<file path="src/rtl/mux_arbiter_pkg.sv">
// Shared constants, state encoding and round-robin pick helper for mux_arbiter.
package mux_arbiter_pkg;

    localparam int NREQ  = 4;
    localparam int SEL_W = 2;

    typedef enum logic {
        EMPTY = 1'b0,
        FULL  = 1'b1
    } state_t;

    // Returns {found, index}: first set bit of valid scanning upward from ptr, wrapping.
    function automatic logic [SEL_W:0] rr_pick(input logic [NREQ-1:0]  valid,
                                               input logic [SEL_W-1:0] ptr);
        logic [SEL_W-1:0] idx;
        logic [SEL_W:0]   res;
        res = '0;
        // Scan from the farthest offset down so the nearest hit is written last.
        for (int k = NREQ - 1; k >= 0; k--) begin
            idx = ptr + SEL_W'(k);
            if (valid[idx]) res = {1'b1, idx};
        end
        return res;
    endfunction

endpackage

</file>
<file path="src/rtl/mux4.sv">
// 4:1 single-bit mux tree: two first-level muxes on sel[0], one on sel[1].
module mux4 (
    input  logic [3:0] d,
    input  logic [1:0] sel,
    output logic       y
);

    logic lo;
    logic hi;

    assign lo = sel[0] ? d[1] : d[0];
    assign hi = sel[0] ? d[3] : d[2];
    assign y  = sel[1] ? hi : lo;

endmodule

</file>
<file path="src/rtl/mux_arbiter.sv">
// 4-requester round-robin arbiter feeding a one-word registered output slot.
// Define MUX_ARBITER_PRIO0_EN to give requester 0 absolute priority over the round-robin scan.
module mux_arbiter
    import mux_arbiter_pkg::*;
#(
    parameter int WIDTH = 32
) (
    input  logic                  clk,
    input  logic                  rst,
    input  logic [NREQ-1:0]       req_valid,
    input  logic [NREQ*WIDTH-1:0] req_data,
    output logic [NREQ-1:0]       req_ready,
    output logic                  out_valid,
    output logic [WIDTH-1:0]      out_data,
    input  logic                  out_ready,
    output logic [SEL_W-1:0]      grant_sel
);

    // Handshakes: a requester transfers on req_valid[i] && req_ready[i]; the consumer
    // takes out_data on out_valid && out_ready. A draining slot may refill in the same cycle.

    state_t           state;
    logic [SEL_W-1:0] rr_ptr;
    logic [SEL_W-1:0] win_idx;
    logic             win_found;
    logic             slot_free;
    logic             accept;
    logic [WIDTH-1:0] win_data;

    always_comb begin
        win_found = 1'b0;
        win_idx   = '0;
`ifdef MUX_ARBITER_PRIO0_EN
        if (req_valid[0]) begin
            win_found = 1'b1;
            win_idx   = '0;
        end else begin
            {win_found, win_idx} = rr_pick(req_valid, rr_ptr);
        end
`else
        {win_found, win_idx} = rr_pick(req_valid, rr_ptr);
`endif
    end

    // rst gates ready so nothing handshakes while the slot is being cleared.
    assign slot_free = (state == EMPTY) || out_ready;
    assign accept    = slot_free && win_found && !rst;
    assign req_ready = accept ? (NREQ'(1) << win_idx) : '0;
    assign out_valid = (state == FULL);

    for (genvar b = 0; b < WIDTH; b++) begin : g_bit
        logic [NREQ-1:0] bits;
        assign bits = {req_data[3*WIDTH + b], req_data[2*WIDTH + b],
                       req_data[WIDTH + b],   req_data[b]};
        mux4 u_mux4 (
            .d   (bits),
            .sel (win_idx),
            .y   (win_data[b])
        );
    end

    always_ff @(posedge clk or posedge rst) begin
        if (rst) begin
            state     <= EMPTY;
            out_data  <= '0;
            grant_sel <= '0;
            rr_ptr    <= '0;
        end else if (accept) begin
            state     <= FULL;
            out_data  <= win_data;
            grant_sel <= win_idx;
`ifdef MUX_ARBITER_PRIO0_EN
            // Priority grants to requester 0 do not disturb the rotation among 1-3.
            if (win_idx != '0) rr_ptr <= win_idx + SEL_W'(1);
`else
            rr_ptr    <= win_idx + SEL_W'(1);
`endif
        end else if (slot_free) begin
            state <= EMPTY;
        end
    end

endmodule

</file>
<file path="config.mk">
export PLATFORM = sky130hd
export DESIGN_NAME = mux_arbiter
export DESIGN_NICKNAME = d
export VERILOG_FILES = /design/src/rtl/mux_arbiter_pkg.sv /design/src/rtl/mux4.sv /design/src/rtl/mux_arbiter.sv
export SDC_FILE = /design/constraint.sdc
export NUM_CORES = 1
export LEC_CHECK = 0
export BUFFER_PORTS_ARGS = -buffer_cell sky130_fd_sc_hd__buf_4
export CELL_PAD_IN_SITES_DETAIL_PLACEMENT = 0
export CELL_PAD_IN_SITES_GLOBAL_PLACEMENT = 1
export CORE_MARGIN = 8
export CORE_UTILIZATION = 25
export CTS_BUF_LIST = sky130_fd_sc_hd__clkbuf_8
export CTS_CLUSTER_SIZE = 40
export DETAILED_ROUTE_END_ITERATION = 8
export PLACE_DENSITY = 0.78
export SETUP_SLACK_MARGIN = 0.02
export SLEW_MARGIN = 10
export SYNTH_ARGS = -nofsm -noshare
export SYNTH_HDL_FRONTEND = slang
export SYNTH_SLANG_ARGS = --single-unit
</file>
<file path="constraint.sdc">
create_clock -name clk -period 2 [get_ports clk]
set_clock_uncertainty 0.2 [all_clocks]
set_input_delay 0.4 -clock clk [delete_from_list [all_inputs] [get_ports clk]]
set_output_delay 0.4 -clock clk [all_outputs]
set_load 0.03 [all_outputs]
</file>
==> summary.log, run 1 <==
INFO  run_status     result_of_the_run=finished with violations
INFO  run_status     violated_checks=setup timing
INFO  worst_setup_path critical-path-max-stage-delay=0.42ns
INFO  worst_setup_path path_class=reg -> out
INFO  floorplan      chipHeight=113um
INFO  worst_setup_path timing.critical_path.required=1.40ns
INFO  placed_design  pre_cts_slack=-0.174ns
INFO  power          pwr_density_cell=1140nW/um^2
INFO  timing         setup-tns-final=-2.05ns
INFO  synth          synth_seq_area_share=39.7%
INFO  layout         area.growth.synth_to_final=86.2%
INFO  clocking       h-tree-depth=2
INFO  timing         fin_worst_hold_slack=0.0771ns
INFO  drt            avgRoutedWirePerCell=18.2um
INFO  grt            grt_start_max_net_pins=21
INFO  clocking       cts_buffer_depth=2
INFO  synth          post_synth_instance_area=2330um^2
INFO  grt            globalRouteMet3Util=5.48%
INFO  worst_setup_path cpLargestDelayFamily=flip-flops
INFO  timing         rsz0062_at_grt=true
INFO  grt            grt_pass1_vias=2,815
INFO  layout         diodes=0
INFO  clocking       ctsRootBufferMaster=sky130_fd_sc_hd__clkbuf_8
INFO  worst_setup_path critical_path_arrival=1.65ns
INFO  grt            grt_antenna_before_repair=0
INFO  clocking       worst_setup_hold_path_clk_slew=0.07ns
INFO  layout         nets=545
INFO  synth          top_cells_by_area_in_the_synthesized_netlist=sky130_fd_sc_hd__dfrtp_1 40%, sky130_fd_sc_hd__mux2i_1 27%, sky130_fd_sc_hd__o221ai_1 12%, sky130_fd_sc_hd__nand2_1 6.0%, sky130_fd_sc_hd__buf_6 1.9%
INFO  synth          synth_warnings=0
INFO  timing         setup_violations=25
INFO  placed_design  globalplace.congestion=0.784
INFO  synth          syn_area_per_cell=10.7um^2
INFO  floorplan      floorplan.die_area=12,700um^2
INFO  synth          postSynthCellCount=218
INFO  grt            grtUsageMet1=15.5%
INFO  synth          synth-edff-count=0
INFO  timing         achievable-frequency=0.445GHz
INFO  power          p_total=4.94mW
INFO  worst_setup_path endpoint_kind=output port
INFO  timing         period_share=112%
INFO  drt            detailedRoute.firstIterationViolations=87
INFO  layout         fill_cell_count=850
INFO  power          power.static_leakage=2.17nW
INFO  synth          synth_largest_type_area_fraction=39.7%
INFO  clocking       clk_latency=0.28ns
INFO  worst_setup_path startpoint_type=flop
INFO  drt            drt_wl_total=9510um
INFO  timing         worstMarginPinSlew=0.326ns
INFO  drt            route.detailed.vias_per_inst=4.75
INFO  timing         postLayoutSetupSlackWorst=-0.248ns
INFO  clocking       cts.sink_count=37
INFO  synth          synth-seq-cells=37
INFO  grt            global_route.peak_usage_layer=met2
INFO  grt            grt_first_pass_wirelength=14,500um
INFO  worst_setup_path crit_slowest_cell=sky130_fd_sc_hd__dfrtp_1
INFO  timing         hold_viol=0
INFO  layout         drive_above_1_share=58.6%
INFO  power          worst_ir_drop_vdd=0.425mV
INFO  floorplan      number_of_placement_rows=35
INFO  grt            grt_usage=14.2%
INFO  layout         finish.utilization=47.5%
INFO  synth          synth_nets=353
INFO  placed_design  hpwl_detailed=7090um
INFO  timing         slew_headroom=78.3%
INFO  synth          yosys.cell_count.top_type=sky130_fd_sc_hd__mux2i_1
INFO  hold_path      hold_path_class=in -> async
INFO  drt            drc=0
INFO  synth          post_synth_most_frequent_cells=64 x sky130_fd_sc_hd__mux2i_1, 37 x sky130_fd_sc_hd__dfrtp_1, 37 x sky130_fd_sc_hd__nand2_1
INFO  clocking       tritoncts=built
INFO  floorplan      core=9150um^2
INFO  drt            final_ant_viol_nets=0
INFO  synth          synth_largest_area_cell=sky130_fd_sc_hd__dfrtp_1
INFO  timing         period_needed=2.25ns
INFO  worst_setup_path timing.critical_path.fanout_max=4
INFO  worst_setup_path worstPathCellList=o22ai_1, a211oi_4, or2_4, nor2_4, buf_6
INFO  floorplan      floorplan.die.width=113um
INFO  placed_design  buffer_ports.inserted=173
INFO  worst_setup_path critical_path_buf_inv_count=1
INFO  synth          synth-async-reset-ratio=100%
INFO  drt            drt_pre_antenna_iters=6
INFO  grt            grt_overflow_total=0
INFO  synth          synth-main-ff-cell=sky130_fd_sc_hd__dfrtp_1
INFO  timing         timing.final.max_slew_violations=0
INFO  grt            global_route.usage.met2=25.4%
INFO  synth          synth_cell_types=26
INFO  run            drv_cap=0
INFO  drt            vias=2,480
INFO  clocking       numCtsBuffers=5
INFO  floorplan      start_util=25.5%
INFO  floorplan      io_pins=174
[sequential cells by signal, indices dropped and copies added, names as in the netlist]
name,cells
grant_sel,2
out_data,32
rr_ptr,2
out_valid,1
[placed cells by master (no fill, tap or decap), types with 2 or more instances in the layout]
| cell | netlist | routed |
|---|---|---|
| sky130_fd_sc_hd__buf_12 | 2 | 12 |
| sky130_fd_sc_hd__clkbuf_16 | 0 | 2 |
| sky130_fd_sc_hd__nand2b_4 | 1 | 4 |
| sky130_fd_sc_hd__nand2_1 | 37 | 37 |
| sky130_fd_sc_hd__mux2i_4 | 0 | 3 |
| sky130_fd_sc_hd__mux2i_2 | 0 | 5 |
| sky130_fd_sc_hd__nor2_4 | 0 | 4 |
| sky130_fd_sc_hd__o21ai_1 | 2 | 2 |
| sky130_fd_sc_hd__buf_6 | 4 | 4 |
| sky130_fd_sc_hd__buf_4 | 4 | 185 |
| sky130_fd_sc_hd__o221ai_1 | 31 | 29 |
| sky130_fd_sc_hd__clkbuf_8 | 0 | 7 |
| sky130_fd_sc_hd__o221ai_2 | 1 | 3 |
| sky130_fd_sc_hd__dfrtp_1 | 37 | 36 |
| sky130_fd_sc_hd__mux2i_1 | 64 | 56 |
| sky130_fd_sc_hd__buf_16 | 0 | 2 |
[cells by family (layout without fill, tap and decap cells)]
| kind of cell | count (synthesis) | after routing | share of synthesized area, % |
|---|---|---|---|
| and+or+nand+nor | 48 | 48 | 8.69 |
| AOI/OAI and AO/OA | 43 | 43 | 15.5 |
| DFF | 37 | 37 | 39.7 |
| muxes | 64 | 64 | 27.5 |
| buffers and inverters | 25 | 218 | 8.26 |
| xor gates and xnor gates | 1 | 1 | 0.375 |
[per-stage QoR]
step | std cells | cell area, um^2
after CTS | 517 | 4200
after floorplan | 218 | 2410
final | 522 | 4350
after detailed placement | 502 | 3860
after global routing | 522 | 4350
after global placement | 502 | 3860
[repair_timing]
action | 4_1_cts | 5_1_grt
gates cloned | 4 | 2
resized for setup | 20 | 21
setup buffers | 5 | 6
setup endpoints to repair | 30 | 37
hold buffers | 0 | 0
pin swaps | 4 | 19
[metal layers]
metal	part of all wire (%)	wire length, um	vias to the layer above
met4	1.0	96	0
met2	51	4870	113
met1	39	3720	1159
met5	0	0	-
li1	-	-	1198
met3	8.6	817	10
[tightest hold or removal path: cells and delay by family]
kind / cells / cell delay (ns)
buf+inv: 4 / 0.53
[worst paths after layout]
check	start	to	slack [ns]	cells after the start
worst max-delay path	rr_ptr[0]	req_ready[2]	-0.25	5
worst min-delay path	rst	out_data[18]	0.08	4
worst max register to register	rr_ptr[1]	out_data[18]	-0.09	8
worst min register to register	grant_sel[0]	grant_sel[0]	0.29	2
max in group asynchronous	rst	out_data[0]	1.31	4
min in group clk	req_data[32]	out_data[0]	0.22	3
[power by group]
| part | switching [mW] | total (mW) | internal [mW] |
|---|---|---|---|
| Sequential | 0.184 | 1.23 | 1.05 |
| Clock | 0.254 | 0.565 | 0.311 |
| Combinational | 1.61 | 3.15 | 1.54 |
[cell type report]
cell class	count	area, um^2	area share (%)
inverter	5	28.8	0.662
clock buffer	7	96.3	2.22
tap	111	139	3.20
clock inverter	1	5.00	0.115
sequential	37	927	21.3
multi-input combinational	156	1370	31.5
timing repair buffer	205	1780	40.9
(Power assumes the default switching activity.)
==> run 2: changes to the inputs <==
--- a/config.mk
+++ b/config.mk
@@ -11,3 +11,3 @@
 export CORE_MARGIN = 8
-export CORE_UTILIZATION = 25
+export CORE_UTILIZATION = 29
 export CTS_BUF_LIST = sky130_fd_sc_hd__clkbuf_8
@@ -15,3 +15,3 @@
 export DETAILED_ROUTE_END_ITERATION = 8
-export PLACE_DENSITY = 0.78
+export PLACE_DENSITY = 0.88
 export SETUP_SLACK_MARGIN = 0.02
--- a/constraint.sdc
+++ b/constraint.sdc
@@ -4,2 +4,2 @@
 set_output_delay 0.4 -clock clk [all_outputs]
-set_load 0.03 [all_outputs]
+set_load 0.1 [all_outputs]
==> summary.log, run 2 (synthesized netlist as in run 1, its figures left out) <==
INFO  worst_setup_path timing.critical_path.fanout_max=4 [unchanged]
INFO  layout         diodes=0 [unchanged]
INFO  floorplan      core=7770um^2 [was 9150 um^2]
INFO  layout         regMostFlops=out_data [unchanged]
INFO  power          p_clk_share=7.7% [was 11.4%]
INFO  floorplan      chipHeight=106um [was 113 um]
INFO  layout         layout.cells.most_common_list=185 x sky130_fd_sc_hd__buf_4, 53 x sky130_fd_sc_hd__mux2i_1, 37 x sky130_fd_sc_hd__nand2_1, 35 x sky130_fd_sc_hd__dfrtp_1, 28 x sky130_fd_sc_hd__o221ai_1 [was 185 x sky130_fd_sc_hd__buf_4, 56 x sky130_fd_sc_hd__mux2i_1, 37 x sky130_fd_sc_hd__nand2_1, 36 x sky130_fd_sc_hd__dfrtp_1, 29 x sky130_fd_sc_hd__o221ai_1]
INFO  hold_path      hold_path_class=in -> reg [was in -> async]
INFO  timing         worstMarginPinSlew=0.387ns [was 0.326 ns]
INFO  layout         post_layout_nonfiller_instances=517 [was 522]
INFO  worst_setup_path critical_path_arrival=1.68ns [was 1.65 ns]
INFO  layout         drive_above_1_share=59.8% [was 58.6%]
INFO  floorplan      number_of_placement_rows=32 [was 35]
INFO  worst_setup_path timing.critical_path.required=1.40ns [about the same]
INFO  power          power.switching=3.68mW [was 2.04 mW]
INFO  clocking       clk_latency=0.28ns [about the same]
INFO  placed_design  placedCellCount=491 [was 502]
INFO  drt            vias=2,551 [was 2,480]
INFO  grt            grt_pass1_vias=2,908 [was 2,815]
INFO  grt            grt_start_max_net_pins=35 [was 21]
INFO  worst_setup_path startpoint_type=flop [unchanged]
INFO  layout         final_common_cell=sky130_fd_sc_hd__buf_4 [unchanged]
INFO  power          power_switching_share=55.4% [was 41.3%]
INFO  worst_setup_path critical_path_buf_inv_count=1 [unchanged]
INFO  power          p_int=2.97mW [was 2.90 mW]
INFO  worst_setup_path worstPathCellList=nand2b_4, a21oi_4, a211oi_4, or2_4, nor2_4, buf_12 [was o22ai_1, a211oi_4, or2_4, nor2_4, buf_6]
INFO  timing         setup_violations=34 [was 25]
INFO  drt            avgRoutedWirePerCell=18.3um [was 18.2 um]
INFO  layout         nets=550 [was 545]
INFO  clocking       numCtsBuffers=5 [unchanged]
INFO  floorplan      floorplan.die_area=11,200um^2 [was 12,700 um^2]
INFO  run_status     result_of_the_run=finished with violations [unchanged]
INFO  timing         period_share=114% [was 112%]
INFO  power          worst_ir_drop_vdd=0.704mV [was 0.425 mV]
INFO  timing         timing.final.max_slew_violations=0 [unchanged]
INFO  drt            route.detailed.vias_per_inst=4.93 [was 4.75]
INFO  timing         postLayoutSetupSlackWorst=-0.276ns [was -0.248 ns]
INFO  clocking       cts_buffer_depth=2 [unchanged]
INFO  drt            drt_pre_antenna_iters=4 [was 6]
INFO  worst_setup_path path_class=reg -> out [unchanged]
INFO  placed_design  globalplace.congestion=0.760 [was 0.784]
INFO  layout         reg.largest.list=out_data: 32 flops, grant_sel: 2 flops, rr_ptr: 2 flops [unchanged]
INFO  layout         area.growth.synth_to_final=90.4% [was 86.2%]
INFO  power          power.combinational.fraction=73.7% [was 63.6%]
INFO  power          pwr_density_cell=1500nW/um^2 [was 1140 nW/um^2]
INFO  clocking       cts.sink_count=37 [unchanged]
INFO  placed_design  pre_cts_slack=-0.278ns [was -0.174 ns]
INFO  drt            drc=0 [unchanged]
INFO  drt            final_ant_viol_nets=0 [unchanged]
INFO  worst_setup_path cpLargestDelayFamily=simple AND/OR/NAND/NOR gates [was flip-flops]
INFO  timing         rsz0062_at_grt=true [unchanged]
INFO  grt            grt_overflow_total=0 [unchanged]
INFO  timing         achievable-frequency=0.439GHz [was 0.445 GHz]
INFO  grt            grt_antenna_before_repair=0 [unchanged]
INFO  placed_design  hpwl_detailed=6730um [was 7090 um]
INFO  timing         fin_worst_hold_slack=0.205ns [was 0.0771 ns]
INFO  worst_setup_path crit_slowest_cell=sky130_fd_sc_hd__dfrtp_1 [unchanged]
INFO  clocking       ctsRootBufferMaster=sky130_fd_sc_hd__clkbuf_8 [unchanged]
INFO  clocking       h-tree-depth=2 [unchanged]
INFO  clocking       tritoncts=built [unchanged]
INFO  run_status     violated_checks=setup timing [unchanged]
INFO  clocking       worst_setup_hold_path_clk_slew=0.07ns [about the same]
INFO  power          p_total=6.65mW [was 4.94 mW]
INFO  timing         hold_viol=0 [unchanged]
INFO  run            drv_cap=0 [unchanged]
INFO  layout         largest_register_ffs=32 [unchanged]
INFO  power          power.static_leakage=2.20nW [was 2.17 nW]
INFO  drt            drt_wl_total=9460um [was 9510 um]
INFO  worst_setup_path critical-path-max-stage-delay=0.41ns [was 0.42 ns]
INFO  placed_design  buffer_ports.inserted=173 [unchanged]
INFO  timing         slew_headroom=74.2% [was 78.3%]
INFO  floorplan      io_pins=174 [unchanged]
INFO  timing         period_needed=2.28ns [was 2.25 ns]
INFO  grt            grt_usage=16.2% [was 14.2%]
INFO  worst_setup_path endpoint_kind=output port [unchanged]
INFO  power          relative_contribution_of_sequential_cells_to_total_power=18.6% [was 24.9%]
INFO  floorplan      floorplan.die.width=106um [was 113 um]
INFO  grt            grt_first_pass_wirelength=14,700um [was 14,500 um]
INFO  floorplan      start_util=30.0% [was 25.5%]
INFO  drt            detailedRoute.firstIterationViolations=79 [was 87]
run 2: area by class of cell:
| type | instances | area [um^2] |
|---|---|---|
| tap | 102 | 128 |
| inverter | 5 | 18.8 |
| sequential | 37 | 931 |
| multi-input combinational | 156 | 1440 |
| timing repair buffer | 210 | 1840 |
| clock buffer | 6 | 82.6 |
| fill | 665 | 3320 |
| clock inverter | 1 | 3.75 |
run 2: what timing repair did:
| action | in CTS | in global routing |
|---|---|---|
| pin swaps | 16 | 11 |
| gates resized for setup | 41 | 33 |
| setup endpoints to repair | 36 | 37 |
| endpoints found under the hold margin | 37 | 0 |
| gates cloned | 6 | 3 |
| hold buffers | 1 | 0 |
| buffers inserted | 11 | 5 |
run 2: tightest hold or removal path: cells and delay by family:
family	cells	cell delay (ns)
AND/OR/NAND/NOR	2	0.17
buffers and inverters	1	0.08
run 2: through the flow:
step	cell area (um^2)	utilization, %	TNS (ns)
floorplan	2390	-	-1.28
global placement	3810	49.1	-4.41
detailed placement	3810	49.1	-6.57
CTS	4340	55.9	-2.49
global route	4440	57.2	-6.10
finish	4440	57.2	-3.47
run 2: worst paths after layout:
check | from | endpoint | slack (ns) | cells after the start
setup / recovery | rr_ptr[0] | req_ready[2] | -0.28 | 6
hold / removal | out_ready | out_valid | 0.21 | 3
setup reg to reg | rr_ptr[1] | out_data[8] | -0.14 | 9
hold reg to reg | out_data[26] | out_data[26] | 0.29 | 2
max in group asynchronous | rst | rr_ptr[1] | 0.85 | 4
min in group asynchronous | rst | out_data[10] | 0.53 | 4
run 2: power by group through the flow:
stage	Clock [mW]	Sequential, mW	Combinational (mW)
2_1_floorplan	0	3.29	1.16
3_3_place_gp	0	1.23	4.17
3_5_place_dp	0	1.23	4.20
4_1_cts	0.537	1.23	4.82
5_1_grt	0.566	1.27	5.09
6_report	0.511	1.24	4.90
run 2: layer usage:
metal / GRT usage, % / routed length, um / vias up
li1: - / - / 1207
met1: 17.6 / 3760 / 1216
met2: 28.9 / 4830 / 122
met3: 6.09 / 791 / 6
met4: 4.22 / 77 / 0
met5: 0 / 0 / -
